===== src/rtl/fb_pixel_writer.sv =====
// Scanner-to-framebuffer pixel writer: address pipeline, write FIFO and frame-completion FSM.
// Optional bounds clipping of incoming pixels is enabled by defining PIXEL_WRITER_CLIP_EN.
module fb_pixel_writer #(
  parameter int CORDW  = 10,
  parameter int WIDTH  = 640,
  parameter int HEIGHT = 480,
  parameter int COLRW  = 4,
  parameter int ADDRW  = 19,
  parameter int DEPTH  = 4
) (
  input  logic             clk,
  input  logic             rst,
  input  logic [CORDW-1:0] x,
  input  logic [CORDW-1:0] y,
  input  logic             drawing,
  input  logic [COLRW-1:0] colr,
  input  logic             frame_done,
  output logic             oe,
  output logic [ADDRW-1:0] mem_addr,
  output logic [COLRW-1:0] mem_data,
  output logic             mem_we,
  input  logic             mem_ready,
  output logic             busy,
  output logic             done,
  output logic             overflow
);

  localparam int PTRW = $clog2(DEPTH);
  localparam int CNTW = PTRW + 1;
  localparam int ENTW = ADDRW + COLRW;

`ifdef PIXEL_WRITER_CLIP_EN
  localparam bit CLIP = 1'b1;
`else
  localparam bit CLIP = 1'b0;
`endif

  typedef enum logic [1:0] {
    IDLE  = 2'd0,
    RUN   = 2'd1,
    FLUSH = 2'd2,
    DONE  = 2'd3
  } state_t;

  // Linear address y*WIDTH + x, wrapping modulo 2**ADDRW.
  function automatic logic [ADDRW-1:0] calc_addr(input logic [CORDW-1:0] px,
                                                 input logic [CORDW-1:0] py);
    calc_addr = ADDRW'(py) * ADDRW'(WIDTH) + ADDRW'(px);
  endfunction

  function automatic logic in_frame(input logic [CORDW-1:0] px,
                                    input logic [CORDW-1:0] py);
    in_frame = (32'(px) < 32'(WIDTH)) && (32'(py) < 32'(HEIGHT));
  endfunction

  state_t            state;
  logic              keep;
  logic              vld_p1;
  logic [ADDRW-1:0]  addr_p1;
  logic [COLRW-1:0]  colr_p1;

  logic [ENTW-1:0]   fifo_mem [DEPTH];
  logic [PTRW-1:0]   wr_ptr;
  logic [PTRW-1:0]   rd_ptr;
  logic [CNTW-1:0]   cnt;
  logic [CNTW-1:0]   cnt_nxt;
  logic [ENTW-1:0]   head;
  logic              empty;
  logic              full;
  logic              push;
  logic              pop;
  logic              drop;
  logic              drained;

  assign keep = drawing && (!CLIP || in_frame(x, y));

  // Stage 1: register the pixel and its framebuffer address
  always_ff @(posedge clk or posedge rst) begin
    if (rst) begin
      vld_p1 <= 1'b0;
    end else begin
      vld_p1 <= keep;
    end
  end

  always_ff @(posedge clk) begin
    if (keep) begin
      addr_p1 <= calc_addr(x, y);
      colr_p1 <= colr;
    end
  end

  // Stage 2: push into the write FIFO; a full FIFO can still take the pixel if the head leaves
  assign empty   = (cnt == '0);
  assign full    = (cnt == CNTW'(DEPTH));
  assign pop     = mem_we && mem_ready;
  assign push    = vld_p1 && (!full || pop);
  assign drop    = vld_p1 && full && !pop;
  assign cnt_nxt = cnt + CNTW'(push) - CNTW'(pop);

  always_ff @(posedge clk or posedge rst) begin
    if (rst) begin
      wr_ptr   <= '0;
      rd_ptr   <= '0;
      cnt      <= '0;
      overflow <= 1'b0;
    end else begin
      if (push) wr_ptr <= wr_ptr + PTRW'(1);
      if (pop)  rd_ptr <= rd_ptr + PTRW'(1);
      cnt <= cnt_nxt;
      if (drop) overflow <= 1'b1;
    end
  end

  always_ff @(posedge clk) begin
    if (push) fifo_mem[wr_ptr] <= {addr_p1, colr_p1};
  end

  // Memory side: the head is presented unchanged until the memory takes it
  assign head     = fifo_mem[rd_ptr];
  assign mem_we   = !empty;
  assign mem_addr = empty ? '0 : head[ENTW-1:COLRW];
  assign mem_data = empty ? '0 : head[COLRW-1:0];

  // Two free slots are kept for the pixel now on the inputs and the one in stage 1.
  assign oe = (cnt + CNTW'(vld_p1)) <= CNTW'(DEPTH - 2);

  // Drained means nothing new entering, stage 1 empty and the FIFO empty after this edge.
  assign drained = !keep && !vld_p1 && (cnt_nxt == '0);

  always_ff @(posedge clk or posedge rst) begin
    if (rst) begin
      state <= IDLE;
      done  <= 1'b0;
    end else begin
      done <= 1'b0;
      case (state)
        IDLE: begin
          if (frame_done)   state <= FLUSH;
          else if (drawing) state <= RUN;
        end
        RUN: begin
          if (frame_done) state <= FLUSH;
        end
        FLUSH: begin
          if (drained) begin
            state <= DONE;
            done  <= 1'b1;
          end
        end
        DONE: begin
          state <= IDLE;
        end
        default: state <= IDLE;
      endcase
    end
  end

  assign busy = (state == RUN) || (state == FLUSH) || vld_p1 || !empty;

endmodule


===== config.mk =====
export PLATFORM = sky130hd
export DESIGN_NAME = fb_pixel_writer
export DESIGN_NICKNAME = d
export VERILOG_FILES = /design/src/rtl/fb_pixel_writer.sv
export SDC_FILE = /design/constraint.sdc
export NUM_CORES = 1
export LEC_CHECK = 0
export BUFFER_PORTS_ARGS = -buffer_cell sky130_fd_sc_hd__buf_2
export CAP_MARGIN = 20
export CORE_MARGIN = 2
export CORE_UTILIZATION = 40
export DETAILED_ROUTE_END_ITERATION = 10
export PLACE_DENSITY = 0.65
export SLEW_MARGIN = 20
export SYNTH_ARGS = -nofsm -noshare
export SYNTH_HDL_FRONTEND = slang
export SYNTH_SLANG_ARGS = --single-unit

===== constraint.sdc =====
create_clock -name clk -period 7.9 [get_ports clk]
set_clock_uncertainty 0.15 [all_clocks]
set_input_delay 1.58 -clock clk [delete_from_list [all_inputs] [get_ports clk]]
set_output_delay 1.58 -clock clk [all_outputs]
set_load 0.005 [all_outputs]

Yosys cells after proc, flatten, opt, wreduce, memory -nomap -nowiden
Memories as Yosys holds them, arrays and structs flattened.
Index checks and enable logic that the tools add are counted.
Operators by class
  $add $sub $neg: 6
  shifts and indexed selects: 0
  reductions and logical operators: 19
  order comparisons: 1
  eq/ne operators: 7
  mux-type cells: 11
  div/mod/pow operators: 0
  bitwise gates (word level): 0
  multipliers: 1
Operators with widths (count)
  19-bit by 10-bit adder with 19-bit output: 1
  19-bit 2-to-1 mux: 1
  10-bit by 3-bit multiplier with 12-bit output (second input constant): 1
  2-bit 2-to-1 mux: 4
  2-bit case mux with 4 select lines: 1
  3-bit by 1-bit adder with 3-bit output: 2
  1-bit logical AND: 6
  3-bit zero test: 2
  1-bit zero test: 5
  2-bit by 1-bit adder with 2-bit output (second input constant): 2
  2-bit == test (second input constant): 2
  1-bit logical OR: 4
  1-bit 2-to-1 mux: 4
  4-bit 2-to-1 mux: 1
  2-bit != test (second input constant): 2
  3-bit == test (second input constant): 1
  3-bit by 2-bit less-or-equal comparator with 1-bit output (second input constant): 1
  3-bit != test (second input constant): 1
  3-bit AND reduction: 1
  3-bit by 1-bit subtractor with 3-bit output: 1
  2-bit by 1-bit == test with 1-bit output (second input constant): 1
  2-bit zero test: 1
Word-level totals
  memories kept: 1
  flip-flop bits (word level): 35
  input port bits: 29
  latch bits: 0
  RAM bits: 92
  bits in read-only memories: 0
  word-level logic and storage cells: 55
Memory list
  fifo_mem: words 4, bits a word 23, read ports 1, clocked after memory_dff 0, write ports 1, RTL line 62  | logic [ENTW-1:0] fifo_mem [DEPTH];

Depth between registers and ports, before layout
  word-level depth: 11
  depth in mapped cells: 15
  gate-level depth less buffers: 14

Worst setup path before layout
Ideal clock, no wire load.
  path type: input to register
  from: input port mem_ready
  to: register state[0]
  buffers on the path: 1
  stages: 15
  data arrival time: 3877 ps
  setup slack: 3743 ps
  path through: nor4b_1 > nor2b_1 > clkbuf_1 > inv_1 > ha_1 > inv_1 > ha_1 > inv_1 > fa_1 > xnor2_1 > xnor2_1 > nor4b_1 > o22ai_1 > nor2_1 > a21oi_1
Between the ends
  cells in the longest elaborated chain, start to end: 9
RTL lines
  from (decl): RTL line 22  | input logic mem_ready,
  1-bit logical AND *: RTL line 96  | assign pop = mem_we && mem_ready;
  1-bit logical OR: RTL line 97  | assign push = vld_p1 && (!full || pop);
  1-bit logical AND: RTL line 97
  3-bit by 1-bit adder with 3-bit output: RTL line 99  | assign cnt_nxt = cnt + CNTW'(push) - CNTW'(pop);
  3-bit by 1-bit subtractor with 3-bit output *: RTL line 99
  via cnt_nxt[2]: RTL line 66  | logic [CNTW-1:0] cnt_nxt;
  3-bit zero test *: RTL line 129  | assign drained = !keep && !vld_p1 && (cnt_nxt == '0);
  1-bit logical AND *: RTL line 129
  2-bit != test (no line) *
  3-bit AND reduction (no line) *
  to (signal assigned): RTL line 133  | state <= IDLE;
  to (signal assigned): RTL line 139  | if (frame_done) state <= FLUSH;
  to (signal assigned): RTL line 140  | else if (drawing) state <= RUN;
  to (decl): RTL line 56  | state_t state;
Mark *: on every way through the listed nets, which the timed path passes. The rest lies on a longest branch.
A chain may end at the register's enable or synchronous reset.

Worst setup path after layout
Ends and elaborated chain as after synthesis.

==> impl_summary.txt <==
----------------------------------------------------
[Detailed routing]
  Detailed-route DRC error count ... 0
  Number of iterations in the first detailed-routing pass ... 6
  Total number of vias ... 2859
  Average vias per placed instance ... 4.90
  Antenna-violating nets left ... 0
  Detailed Route Iter0 Violations ... 151
  Wirelength per Cell ... 15.7 um
  Final Routed Wirelength ... 9190 um

[Clocking]
  Clock H-tree levels ... 4
  Maximum count of clock buffers along a single path ... 2
  Total setup buffers inserted after CTS ... 0
  Clock transition at the registers of the reported paths ... 50 ps
  Number of cells upsized or downsized after cts ... 0
  Clock tree from TritonCTS ... yes
  Clock buffer count from CTS ... 17
  Root Buffer ... sky130_fd_sc_hd__clkbuf_16
  CTS sink cnt ... 127
  Total of hold buffers inserted after clock tree synthesis ... 0
  Worst-Skew Late Latency ... 400 ps

[Worst setup path]
  WP data arrival ... 4140 ps
  Maximum fanout encountered on the critical timing path ... 8
  Slowest cell on the critical path ... sky130_fd_sc_hd__nor4b_1
  Ordered list of cells on the worst path ... buf_2 > nor4b_1 > nor2b_1 > inv_1 > ha_1 > inv_1 > ha_1 > inv_1 > fa_1 > xnor2_1 > xnor2_1 > nor4b_1 > o22ai_1 > nor2_1 > a21oi_1
  Critical path startpoint ... mem_ready
  Worst setup SP type ... primary input
  Worst path most repeated cell ... sky130_fd_sc_hd__inv_1
  Largest stage delay on the critical path ... 370 ps
  Crit. End Element ... register
  Kind of critical path ... primary input to register
  Required time of the worst setup path ... 8030 ps
  Crit Reg-Reg Startpoint ... cnt[2]

[Timing]
  Part of the cycle the worst path needs ... 50.8%
  Number of endpoints with negative hold slack in the final report ... 0
  Setup TNS ... 0 ps
  Unrepaired setup endpoints after global routing ... false
  Finish-stage setup viols ... 0
  Headroom to the max-slew limit ... 39.7%
  Achievable Freq ... 249 MHz
  Period minus WS final ... 4010 ps
  Worst Max-Slew Pin Slew ... 904 ps
  Final Slew Violations ... 0
  Least setup slack across all paths after layout ... 3890 ps
  Final hold slack ... 321 ps

[Yosys]
  Leading register cell type out of synthesis ... sky130_fd_sc_hd__edfxtp_1
  Part of the Yosys area used for sequential elements ... 67.6%
  Proportion of netlist area held by the largest area contributor ... 62.2%
  Main area contributors after synthesis ... sky130_fd_sc_hd__edfxtp_1, sky130_fd_sc_hd__mux4_2, sky130_fd_sc_hd__ha_1
  Netlist Area Pre-Place ... 5560 um^2
  Async set or reset register ratio after synthesis ... 9.45%
  Number of instances in the synthesized netlist ... 322
  Number of enable flip-flop cells after synthesis ... 115
  Yosys warning count ... 0
  Flip-flop and latch count after synthesis ... 127
  Cell type with the largest total area after synthesis ... sky130_fd_sc_hd__edfxtp_1
  Distinct cell type count of the synthesized netlist ... 35
  Avg Cell Area, Syn ... 17.3 um^2
  Cell with the most instances after synthesis ... sky130_fd_sc_hd__edfxtp_1
  Most frequent cells after synthesis ... sky130_fd_sc_hd__edfxtp_1, sky130_fd_sc_hd__ha_1, sky130_fd_sc_hd__and2_1
  Number of nets in the synthesized netlist ... 385

[Placement]
  Pre-CTS worst setup slack ... 3420 ps
  Number of input and output port buffers inserted ... 56
  Final HPWL from detailed placement ... 5860 um
  Routability-driven placement congestion ratio ... 0.797
  Number of cells after detailed placement ... 553

[GRT]
  Initial antenna violation count ... 0
  Pin count of the biggest net entering global routing ... 27
  Overall global routing resource usage ... 13.7%
  Vias in the first global route ... 3049
  Total overflow reported by the global router ... 0
  Wire length of the first global-routing pass ... 15100 um

[Floorplanning]
  Area enclosed by the die boundary ... 14800 um^2
  Core ar. ... 13700 um^2
  Top-Level Pins ... 57
  Number of placement rows ... 43
  Effective utilization at floorplan ... 40.5%
  Overall die height ... 122 um
  Die width ... 122 um

[Worst hold path]
  Tightest Hold Check Type ... register to register
  Source of the worst hold timing path ... overflow

[Final layout]
  Layout cells sized above 1 ... 28.5%
  Final standard cell utilization of the core ... 48.6%
  Growth of design area from synthesis to finish ... 19.9%
  Non-filler cells in the finished layout ... 584
  Net count of the finished layout ... 455
  FILL cells ... 1147
  Diode count ... 0

[Flow run]
  Maximum capacitance violations ... 0

[Pwr]
  Pwr/cell area ... 363 nW/um^2
  Maximum vdd ir drop ... 0.000189 V
  Static Leak ... 0.00251 uW

[Outcome]
  Run status ... completed

----------------------------------------------------
==> cell usage in the layout (no fill, tap or decap), types with 2 or more instances in the layout <==
master and count:
sky130_fd_sc_hd__nand2_1 7, sky130_fd_sc_hd__nand3_1 3, sky130_fd_sc_hd__a31oi_1 2, sky130_fd_sc_hd__ha_1 31
sky130_fd_sc_hd__mux2i_1 2, sky130_fd_sc_hd__clkinvlp_4 3, sky130_fd_sc_hd__clkbuf_1 3, sky130_fd_sc_hd__a21o_1 4
sky130_fd_sc_hd__dfrtp_1 11, sky130_fd_sc_hd__edfxtp_1 115, sky130_fd_sc_hd__o21ai_0 6, sky130_fd_sc_hd__a21oi_1 7
sky130_fd_sc_hd__xor2_1 5, sky130_fd_sc_hd__buf_2 56, sky130_fd_sc_hd__nor4b_1 2, sky130_fd_sc_hd__nor2b_1 4
sky130_fd_sc_hd__nor3_1 4, sky130_fd_sc_hd__fa_1 3, sky130_fd_sc_hd__mux4_2 23, sky130_fd_sc_hd__and2_1 30
sky130_fd_sc_hd__or3_1 3, sky130_fd_sc_hd__clkinv_2 3, sky130_fd_sc_hd__inv_1 18, sky130_fd_sc_hd__xnor2_1 13
sky130_fd_sc_hd__buf_4 5, sky130_fd_sc_hd__clkbuf_16 17, sky130_fd_sc_hd__nand4_1 2, sky130_fd_sc_hd__nor2_1 5
sky130_fd_sc_hd__bufinv_16 4
==> final timing paths <==
path,cells past startpoint,slack [ps],endpoint
hold reg to reg,1,320,overflow
hold / removal,1,320,overflow
setup / recovery,15,3890,state[0]
min in group asynchronous,2,1020,state[1]
max in group asynchronous,2,6230,rd_ptr[0]
setup reg to reg,13,4190,state[0]
==> metal layers <==
layer,track usage (%),routed length (um),vias up
met1,16.4,3970,1412
met4,5.82,165,0
met3,3.56,381,15
li1,-,-,1371
met2,23.6,4670,61
met5,0,0,-
==> area by class of cell <==
class                      count  area [um^2]  area share (%)
sequential                   127         3750            56.4
multi-input combinational    167         1690            25.4
clock buffer                  20          437            6.56
timing repair buffer          61          318            4.77
tap                          180          225            3.38
clock inverter                11          166            2.50
inverter                      18         67.6            1.01
==> state kept, by name, summed over array words and instances (netlist names) <==
| register | cells |
|---|---|
| colr_p1 | 4 |
| overflow | 1 |
| addr_p1 | 19 |
| wr_ptr | 2 |
| state | 2 |
| rd_ptr | 2 |
| done | 1 |
| cnt | 3 |
| vld_p1 | 1 |
| fifo_mem | 92 |
==> kinds of logic (layout without fill, tap and decap cells) <==
| kind of cell | Yosys count | in the layout | synth area share [%] |
|---|---|---|---|
| adders and majority gates | 34 | 34 | 8.06 |
| xor gates and xnor gates | 18 | 18 | 2.84 |
| AOI/OAI and AO/OA | 26 | 26 | 2.93 |
| DFF | 127 | 127 | 67.6 |
| buffers and inverters | 28 | 110 | 1.96 |
| muxes | 25 | 25 | 9.68 |
| and+or+nand+nor | 64 | 64 | 6.96 |
==> report_power, final <==
| part | total, uW | leakage [uW] | switching, uW | internal [uW] |
|---|---|---|---|---|
| logic | 642 | 0.00101 | 304 | 338 |
| clock network | 782 | 0.000286 | 258 | 524 |
| registers | 993 | 0.00121 | 90.5 | 903 |
==> critical path, delay by kind of cell <==
| family | cells | cell delay, ps |
|---|---|---|
| XOR/XNOR | 2 | 300 |
| AND/OR/NAND/NOR | 4 | 1010 |
| buffers and inverters | 4 | 300 |
| AO/OA/AOI/OAI | 2 | 230 |
| adder cells (fa/ha/maj) | 3 | 720 |
==> metrics by stage <==
| step | area (um^2) | power (uW) |
|---|---|---|
| floorplan | 5560 | 1430 |
| global placement | 6060 | 1650 |
| detailed placement | 6060 | 1670 |
| CTS | 6660 | 2460 |
| global route | 6660 | 2570 |
| finish | 6660 | 2420 |
Note: power is estimated with default switching activity, not from simulation.
